File: src/rtl/mem_fifo_pkg.sv
// Shared constants and types for the 16x8 memory-backed FIFO controller.
package mem_fifo_pkg;

  localparam int DW    = 8;
  localparam int AW    = 4;
  localparam int DEPTH = 1 << AW;

  typedef enum logic {
    PRIO_POP  = 1'b0,
    PRIO_PUSH = 1'b1
  } prio_t;

endpackage

File: src/rtl/mem_fifo_ptr.sv
// Write/read pointers and occupancy counter for the memory-backed FIFO.
module mem_fifo_ptr #(
  parameter int AW = mem_fifo_pkg::AW
) (
  input  logic          clk,
  input  logic          rst,
  input  logic          push_fire,
  input  logic          pop_fire,
  output logic [AW-1:0] wr_ptr,
  output logic [AW-1:0] rd_ptr,
  output logic [AW:0]   count,
  output logic          full,
  output logic          empty
);

  localparam logic [AW:0] CAP = {1'b1, {AW{1'b0}}};

  logic [AW-1:0] wr_ptr_q, wr_ptr_d;
  logic [AW-1:0] rd_ptr_q, rd_ptr_d;
  logic [AW:0]   count_q, count_d;

  // Pointers are exactly AW bits wide so they wrap at the depth for free.
  always_comb begin
    wr_ptr_d = wr_ptr_q + {{(AW-1){1'b0}}, push_fire};
    rd_ptr_d = rd_ptr_q + {{(AW-1){1'b0}}, pop_fire};
    count_d  = count_q;
    if (push_fire) begin
      count_d = count_q + 1'b1;
    end else if (pop_fire) begin
      count_d = count_q - 1'b1;
    end
  end

  always_ff @(posedge clk or posedge rst) begin
    if (rst) begin
      wr_ptr_q <= '0;
      rd_ptr_q <= '0;
      count_q  <= '0;
    end else begin
      wr_ptr_q <= wr_ptr_d;
      rd_ptr_q <= rd_ptr_d;
      count_q  <= count_d;
    end
  end

  assign wr_ptr = wr_ptr_q;
  assign rd_ptr = rd_ptr_q;
  assign count  = count_q;
  assign full   = (count_q == CAP);
  assign empty  = (count_q == '0);

endmodule

File: src/rtl/mem_fifo_ctrl.sv
// FIFO controller over a single-port 16x8 synchronous memory with push/pop round-robin arbitration.
// Define MEM_FIFO_OUT_REG_EN to register out_data/out_valid (read latency 2 instead of 1).
module mem_fifo_ctrl #(
  parameter int DW = mem_fifo_pkg::DW,
  parameter int AW = mem_fifo_pkg::AW
) (
  input  logic          clk,
  input  logic          rst,
  input  logic          push_valid,
  input  logic [DW-1:0] push_data,
  output logic          push_ready,
  input  logic          pop_req,
  output logic          pop_ready,
  output logic          out_valid,
  output logic [DW-1:0] out_data,
  output logic          full,
  output logic          empty,
  output logic [AW:0]   count,
  output logic          err_underflow,
  output logic          mem_wr,
  output logic          mem_rd,
  output logic [AW-1:0] mem_ad,
  output logic [DW-1:0] mem_din,
  input  logic [DW-1:0] mem_dout
);

  import mem_fifo_pkg::*;

  logic          conflict;
  logic          push_fire, pop_fire;
  logic [AW-1:0] wr_ptr, rd_ptr;
  prio_t         prio_q, prio_d;
  logic          err_q, err_d;
  logic          rd_pend_q, rd_pend_d;

  mem_fifo_ptr #(.AW(AW)) u_ptr (
    .clk       (clk),
    .rst       (rst),
    .push_fire (push_fire),
    .pop_fire  (pop_fire),
    .wr_ptr    (wr_ptr),
    .rd_ptr    (rd_ptr),
    .count     (count),
    .full      (full),
    .empty     (empty)
  );

  // The memory does one access per cycle, so a contested cycle serves only the prio side.
  always_comb begin
    conflict   = push_valid & ~full & pop_req & ~empty;
    push_ready = ~full & (~conflict | (prio_q == PRIO_PUSH));
    pop_ready  = ~empty & (~conflict | (prio_q == PRIO_POP));
    push_fire  = push_valid & push_ready;
    pop_fire   = pop_req & pop_ready;

    prio_d = prio_q;
    if (conflict) begin
      prio_d = (prio_q == PRIO_POP) ? PRIO_PUSH : PRIO_POP;
    end

    err_d     = err_q | (pop_req & empty);
    rd_pend_d = pop_fire;

    mem_wr  = push_fire;
    mem_rd  = pop_fire;
    mem_ad  = '0;
    mem_din = '0;
    if (push_fire) begin
      mem_ad  = wr_ptr;
      mem_din = push_data;
    end else if (pop_fire) begin
      mem_ad = rd_ptr;
    end
  end

  always_ff @(posedge clk or posedge rst) begin
    if (rst) begin
      prio_q    <= PRIO_POP;
      err_q     <= 1'b0;
      rd_pend_q <= 1'b0;
    end else begin
      prio_q    <= prio_d;
      err_q     <= err_d;
      rd_pend_q <= rd_pend_d;
    end
  end

  assign err_underflow = err_q;

`ifdef MEM_FIFO_OUT_REG_EN
  logic          out_valid_q, out_valid_d;
  logic [DW-1:0] out_data_q, out_data_d;

  // Capture the memory's registered output one cycle later and hold it between reads.
  always_comb begin
    out_valid_d = rd_pend_q;
    out_data_d  = rd_pend_q ? mem_dout : out_data_q;
  end

  always_ff @(posedge clk or posedge rst) begin
    if (rst) begin
      out_valid_q <= 1'b0;
      out_data_q  <= '0;
    end else begin
      out_valid_q <= out_valid_d;
      out_data_q  <= out_data_d;
    end
  end

  assign out_valid = out_valid_q;
  assign out_data  = out_data_q;
`else
  assign out_valid = rd_pend_q;
  assign out_data  = mem_dout;
`endif

endmodule

File: config.mk
export PLATFORM = sky130hd
export DESIGN_NAME = mem_fifo_ctrl
export DESIGN_NICKNAME = d
export VERILOG_FILES = /design/src/rtl/mem_fifo_pkg.sv /design/src/rtl/mem_fifo_ptr.sv /design/src/rtl/mem_fifo_ctrl.sv
export SDC_FILE = /design/constraint.sdc
export NUM_CORES = 1
export LEC_CHECK = 0
export CORE_MARGIN = 2
export CORE_UTILIZATION = 41
export CTS_CLUSTER_SIZE = 24
export DETAILED_ROUTE_END_ITERATION = 10
export PLACE_DENSITY = 0.81
export SYNTH_ARGS = -nofsm -noshare
export SYNTH_HDL_FRONTEND = slang
export SYNTH_SLANG_ARGS = --single-unit
export TNS_END_PERCENT = 1
File: constraint.sdc
create_clock -name clk -period 4.14 [get_ports clk]
set_input_delay 0.621 -clock clk [delete_from_list [all_inputs] [get_ports clk]]
set_output_delay 0.621 -clock clk [all_outputs]
set_load 0.05 [all_outputs]
==> PnR_summary.wiki <==
{| class="wikitable"
! Metric !! Value
|-
| Result of the run || completed
|-
| Post-route design area || 1380 sq um
|-
| Clk network pwr share || 8.3%
|-
| Full die area || 2930 sq um
|-
| Insertion delay of the later-clocked pin in the worst-skew pair || 300 ps
|-
| Number of setup violations in the final report || 0
|-
| Fmax || 276 MHz
|-
| Switching Share || 49.7%
|-
| Post-layout net count || 156
|-
| Critical-path cell list || or4_1 -> a31oi_2 -> ha_1 -> mux2_2 -> clkdlybuf4s50_1
|-
| Number of nets in the synthesized netlist || 128
|-
| Die outline height || 54.1 um
|-
| Finished Layout Cells || 157
|-
| Crit path buf inv count || 1
|-
| Top cells by area, synth || sky130_fd_sc_hd__dfrtp_1, sky130_fd_sc_hd__ha_1, sky130_fd_sc_hd__buf_4
|-
| Yosys warns || 0
|-
| PostCTS Resize Cnt || 0
|-
| Share of the synthesized area in the top cell type || 38.9%
|-
| Maximum number of pins on one net before global-route repair || 17
|-
| Vias post-DR || 795
|-
| Number of max-capacitance violations reported || 0
|-
| Number of global-route vias before repair || 818
|-
| Number of port buffers || 36
|-
| CTS hold repair buffers || 0
|-
| Total standard cell area after synthesis || 1030 sq um
|-
| Maximum net fanout on the critical path || 7
|-
| Reg-to-reg critical path startpoint || u_ptr.count[0]
|-
| Total routing resource utilization after global routing || 17.5%
|-
| Critical path data required time || 3520 ps
|-
| Largest delay share family, worst path || buffers and inverters
|-
| H-tree lvl count || 1
|-
| Final routed wirelength across all metal layers || 2.06 mm
|-
| Most common library cell in the layout ignoring fill and taps || sky130_fd_sc_hd__clkdlybuf4s50_1
|-
| ANT cells || 0
|-
| Worst stage delay on the critical path || 790 ps
|-
| Number of unique standard cell types used by synthesis || 31
|-
| Worst IR drop on VDD || 0.481 mV
|-
| Clock Sink Count || 16
|-
| Sequential power share || 26.0%
|-
| Clock transition at the registers of the reported paths || 90 ps
|-
| Max Root-Sink Buffers || 2
|-
| Clock tree from TritonCTS || done
|-
| Switching power summed over all nets || 0.628 mW
|-
| Dpl hpwl || 1.63 mm
|-
| Worst hold path startpoint || err_underflow
|-
| Number of cells produced by synthesis || 100
|-
| Lkg Pwr || 0.609 nW
|-
| Worst-case clock skew || 6.13 ps
|-
| Inst Count DP || 153
|-
| Slew of the pin with the lowest slew margin || 589 ps
|-
| Worst slew slack as a fraction of its limit || 60.7%
|-
| Unrepaired setup endpoints after global routing || no
|-
| Num CTS Buffers || 3
|-
| Congestion Overflow GR || 0
|-
| Arrival time of data at the critical path endpoint || 3000 ps
|-
| Worst-case register-to-register setup slack || 1250 ps
|-
| Antenna-violating nets left || 0
|-
| Clock tree root driver cell || sky130_fd_sc_hd__clkbuf_4
|-
| Core footprint || 2430 sq um
|-
| Final clock period utilization by the worst path || 87.5%
|-
| Wire length of the first global-routing pass || 3.55 mm
|-
| Synthesized area divided by synthesized cell count || 10.3 sq um
|-
| Fraction of the yosys area taken by sequential cells || 38.9%
|-
| Initial cell density of the core || 42.3%
|-
| Width of the chip || 54.1 um
|-
| Crit. Startpoint || u_ptr.count[0]
|-
| Power per cell area || 916 nW/um^2
|-
| DRC violations left || 0
|-
| Number of rows created at floorplan || 18
|-
| Post-synthesis cell type with the largest combined area || sky130_fd_sc_hd__dfrtp_1
|-
| Last weighted congestion value of the routability-driven placer || 0.697
|-
| Filler Cells Inserted || 224
|-
| Initial antenna violation count || 0
|-
| Sort of element at the start of the critical path || flip-flop
|-
| Final hold violations || 0
|-
| Number of optimization iterations in the first detailed-route pass || 3
|-
| Synth Register Bits || 16
|-
| Time the final worst path needs with I/O delays and setup || 3620 ps
|-
| Cell at the slowest stage of the critical path || sky130_fd_sc_hd__clkdlybuf4s50_1
|-
| I/O pin cnt || 53
|-
| Routed via count divided by cell count || 5.06
|-
| Detailed-route wire length per cell || 13.1 um
|-
| Max-slew violations || 0
|-
| Sum of negative setup slack || 0 ps
|-
| Crit end category || output port
|-
| Area added between synthesis and finish || 34.2%
|-
| Class of the most critical hold timing path || reg2reg
|-
| Commonest cells after routing, fill and taps aside || sky130_fd_sc_hd__clkdlybuf4s50_1, sky130_fd_sc_hd__dfrtp_1, sky130_fd_sc_hd__and2_1
|-
| Power Total || 1.26 mW
|-
| Fraction of layout instances using a drive strength above 1 || 9.45%
|-
| Post-detailed-placement cell area || 1340 sq um
|-
| Number of buffers added for setup after CTS || 0
|-
| DRC violation total after the first TritonRoute iteration || 4
|-
| Proportion of power drawn by combinational gates || 65.8%
|-
| Class of the most critical setup path || reg2out
|-
| Design internal power || 0.636 mW
|}
[cells in the mapped netlist (all sizes together)]
library cell,count
o211a,1
mux2,3
inv,6
buf,11
or4,1
nand2b,2
nand2,3
nor2,7
xnor2,6
a21o,2
xor2,2
a22o,3
o21ai,1
mux2i,2
or3,1
and2,8
clkbuf,2
nor3,1
a41oi,2
a21oi,5
dfrtp,16
o221a,1
a31oi,1
ha,7
fa,1
nand3,3
nor3b,1
nor4,1
[kinds of logic after synthesis]
logic type / after synthesis / synth area share (%)
AOI/OAI and AO/OA: 16 / 11.9
DFF: 16 / 38.9
muxes: 5 / 5.96
xor gates and xnor gates: 8 / 6.81
and+or+nand+nor: 28 / 15.7
buffers and inverters: 19 / 10.2
adders and majority gates: 8 / 10.5
[area by class of cell]
| type | count | area (sq um) | area share [%] |
|---|---|---|---|
| Inverter | 6 | 22.5 | 1.63 |
| Timing Repair Buffer | 36 | 360 | 26.1 |
| Tap cell | 30 | 37.5 | 2.72 |
| Clock buffer | 4 | 36.3 | 2.63 |
| Multi-Input combinational cell | 65 | 523 | 37.9 |
| Sequential cell | 16 | 400 | 29.0 |
[worst paths after layout]
kind / cells past startpoint / to
max: 5 / mem_ad[0]
min: 1 / err_underflow
max reg2reg: 9 / u_ptr.count[4]
min reg2reg: 1 / err_underflow
max in group asynchronous: 2 / u_ptr.rd_ptr[2]
min in group asynchronous: 2 / u_ptr.count[4]
[state kept, by name (all words and copies together) (netlist names)]
register / cells
err_underflow: 1
out_valid: 1
prio_q: 1
u_ptr.count: 5
u_ptr.rd_ptr: 4
u_ptr.wr_ptr: 4
[per-layer routing]
metal | track usage [%] | up-vias | share of wire [%] | wire length (um)
li1 | - | 389 | - | -
met1 | 20.1 | 366 | 42 | 866
met2 | 29.3 | 35 | 47 | 961
met3 | 4.44 | 5 | 8.6 | 176
met4 | 10.0 | 0 | 2.6 | 53
met5 | 0 | - | 0 | 0
[power groups by stage]
| stage | Combinational, mW | Clock, mW | Sequential (mW) |
|---|---|---|---|
| after global placement | 0.817 | 0 | 0.327 |
| after detailed placement | 0.838 | 0 | 0.331 |
| after CTS | 0.840 | 0.108 | 0.328 |
| after global routing | 0.899 | 0.118 | 0.344 |
| after floorplan | 0.547 | 0 | 0.410 |
| final | 0.831 | 0.105 | 0.328 |
[stage by stage]
stage	utilization, %	hold WS (ps)	setup WS [ps]
global placement	55.2	449	683
finish	56.7	459	519
global route	56.7	482	319
CTS	56.7	465	493
detailed placement	55.2	444	640
floorplan	-	446	807
(Power assumes the default switching activity.)
==> RTL edit: new RTL, config.mk and constraints unchanged <==
Add a define of `MEM_FIFO_OUT_REG_EN`.
--- a/src/rtl/mem_fifo_ctrl.sv
+++ b/src/rtl/mem_fifo_ctrl.sv
@@ -1,4 +1,6 @@
 // FIFO controller over a single-port 16x8 synchronous memory with push/pop round-robin arbitration.
 // Define MEM_FIFO_OUT_REG_EN to register out_data/out_valid (read latency 2 instead of 1).
+`define MEM_FIFO_OUT_REG_EN
+
 module mem_fifo_ctrl #(
   parameter int DW = mem_fifo_pkg::DW,
Formal check against the unedited RTL: not equivalent (Yosys sat finds a counterexample within 4 cycles, from zero or initial values and one cycle with rst high).
==> RTL edit against the original RTL <==
Critical path depth increased by 1; area after synthesis is 22% higher; routed wire length increased by 24%; sequential cell count rose by 9; power is 28% higher; design area rose by 33%; utilization grew 4.7 points; setup slack gained 0.0035 ns; critical path type unchanged; largest power group unchanged.
==> RTL edit: results (changes against the original RTL) <==
ff2ff_path_depth: 8  # -1
io_buffer_count: 52  # +44%
status: "complete, no violations"
grt_max_degree: 26  # +9
place_hpwl_mm: 2.16  # +32%
placed_cells: 183  # +20%
cts_setup_buffers: 0  # unchanged
ys_seq_area_frac: 0.498  # +0.109
r2r_slack_ns: 1.40  # +0.15 ns
hold_slack_ns: 0.488  # +0.0296 ns
min_to: "err_underflow"
largest_reg_flops: 8  # +3
r2r-end: "u_ptr.count[4]"
cts_hold_buf: 0  # unchanged
ir_worst_vdd_uv: 470  # -2.2%
cp_slowest_cell: "clkdlybuf4s50_1"
clk_pin_slew_worst_paths_ns: 0.13  # +0.04 ns
syn_nets: 128  # unchanged
root_buffer: "clkbuf_4"
grt_pass1_vias: 1022  # +25%
via_per_inst: 4.96  # -2.0%
min-delay-start: "err_underflow"
intPower_mw: 0.803  # +26%
post_cts_resized: 0  # unchanged
ys_top_cells_by_count: "dfrtp_1, and2_1, mux2_2, ha_1, xnor2_1"
worstPathArrival_ns: 3.00  # about the same
yosys_most_used_dff: "dfrtp_1"
grtUsageTotal: 0.162  # -0.0126
clk_latency_ns: 0.31
drive_above_1_share: 0.104  # +0.00941
cts_made_buffers: 3  # unchanged
cp-end-kind: "primary output"
drt_pass1_iterations: 4  # +1
path_max_fanout: 6  # -1
vias: 928  # +17%
ys_types: 26  # -16%
drt_iter0_drc: 23  # +19
yosysWarnings: 0  # unchanged
fin_skew_ns: 0.00864  # +0.00251 ns
max-slew-margin-rel: 0.402  # -0.205
dpl-instance-area_um2: 1800  # +34%
grt_pass1_wl_mm: 4.31  # +21%
synth_area_leaders: "dfrtp_1, mux2_2, ha_1"
critical_path.max_stage_delay_ns: 0.70  # -0.09 ns
gp_congestion: 0.773  # +11%
p_leak_nw: 0.787  # +29%
drt_wl_total_mm: 2.56  # +24%
hold_class: "register to register"
[RTL edit: power by group through the flow]
stage / registers [mW] / clock network, mW / logic, mW
after floorplan: 0.697 / 0 / 0.507
after global placement: 0.481 / 0 / 1.02
after detailed placement: 0.489 / 0 / 1.04
after CTS: 0.482 / 0.111 / 1.05
after global routing: 0.498 / 0.117 / 1.10
final: 0.480 / 0.104 / 1.03
[RTL edit: metrics by stage]
stage	power (mW)	setup WS, ns	utilization
final	1.62	0.523	0.614
after global routing	1.72	0.318	0.614
after CTS	1.64	0.483	0.614
after detailed placement	1.53	0.554	0.605
after global placement	1.50	0.638	0.605
after floorplan	1.20	1.11	-
[RTL edit: cell families after synthesis]
family / synth area share
buf+inv: 0.0329
fa+ha+maj: 0.0857
simple gates: 0.103
compound gates: 0.0956
flops: 0.498
xor+xnor: 0.0628
mux: 0.123
[RTL edit: layout make-up]
cell class                      instances  area [µm²]
Inverter                                7        26.3
Sequential cell                        25         626
Clock buffer                            4        26.3
Timing Repair Buffer                   52         520
Fill cell                             245        1150
Multi-Input combinational cell         66         589
Tap cell                               33        41.3
[RTL edit: routing by layer]
| layer | part of all wire | GRT usage | wire length (µm) | up-vias |
|---|---|---|---|---|
| met2 | 0.56 | 0.300 | 1430 | 24 |
| li1 | - | - | - | 453 |
| met5 | 0 | 0 | 0 | - |
| met1 | 0.39 | 0.183 | 990 | 449 |
| met4 | 0.011 | 0.0519 | 28 | 0 |
| met3 | 0.043 | 0.0349 | 109 | 2 |
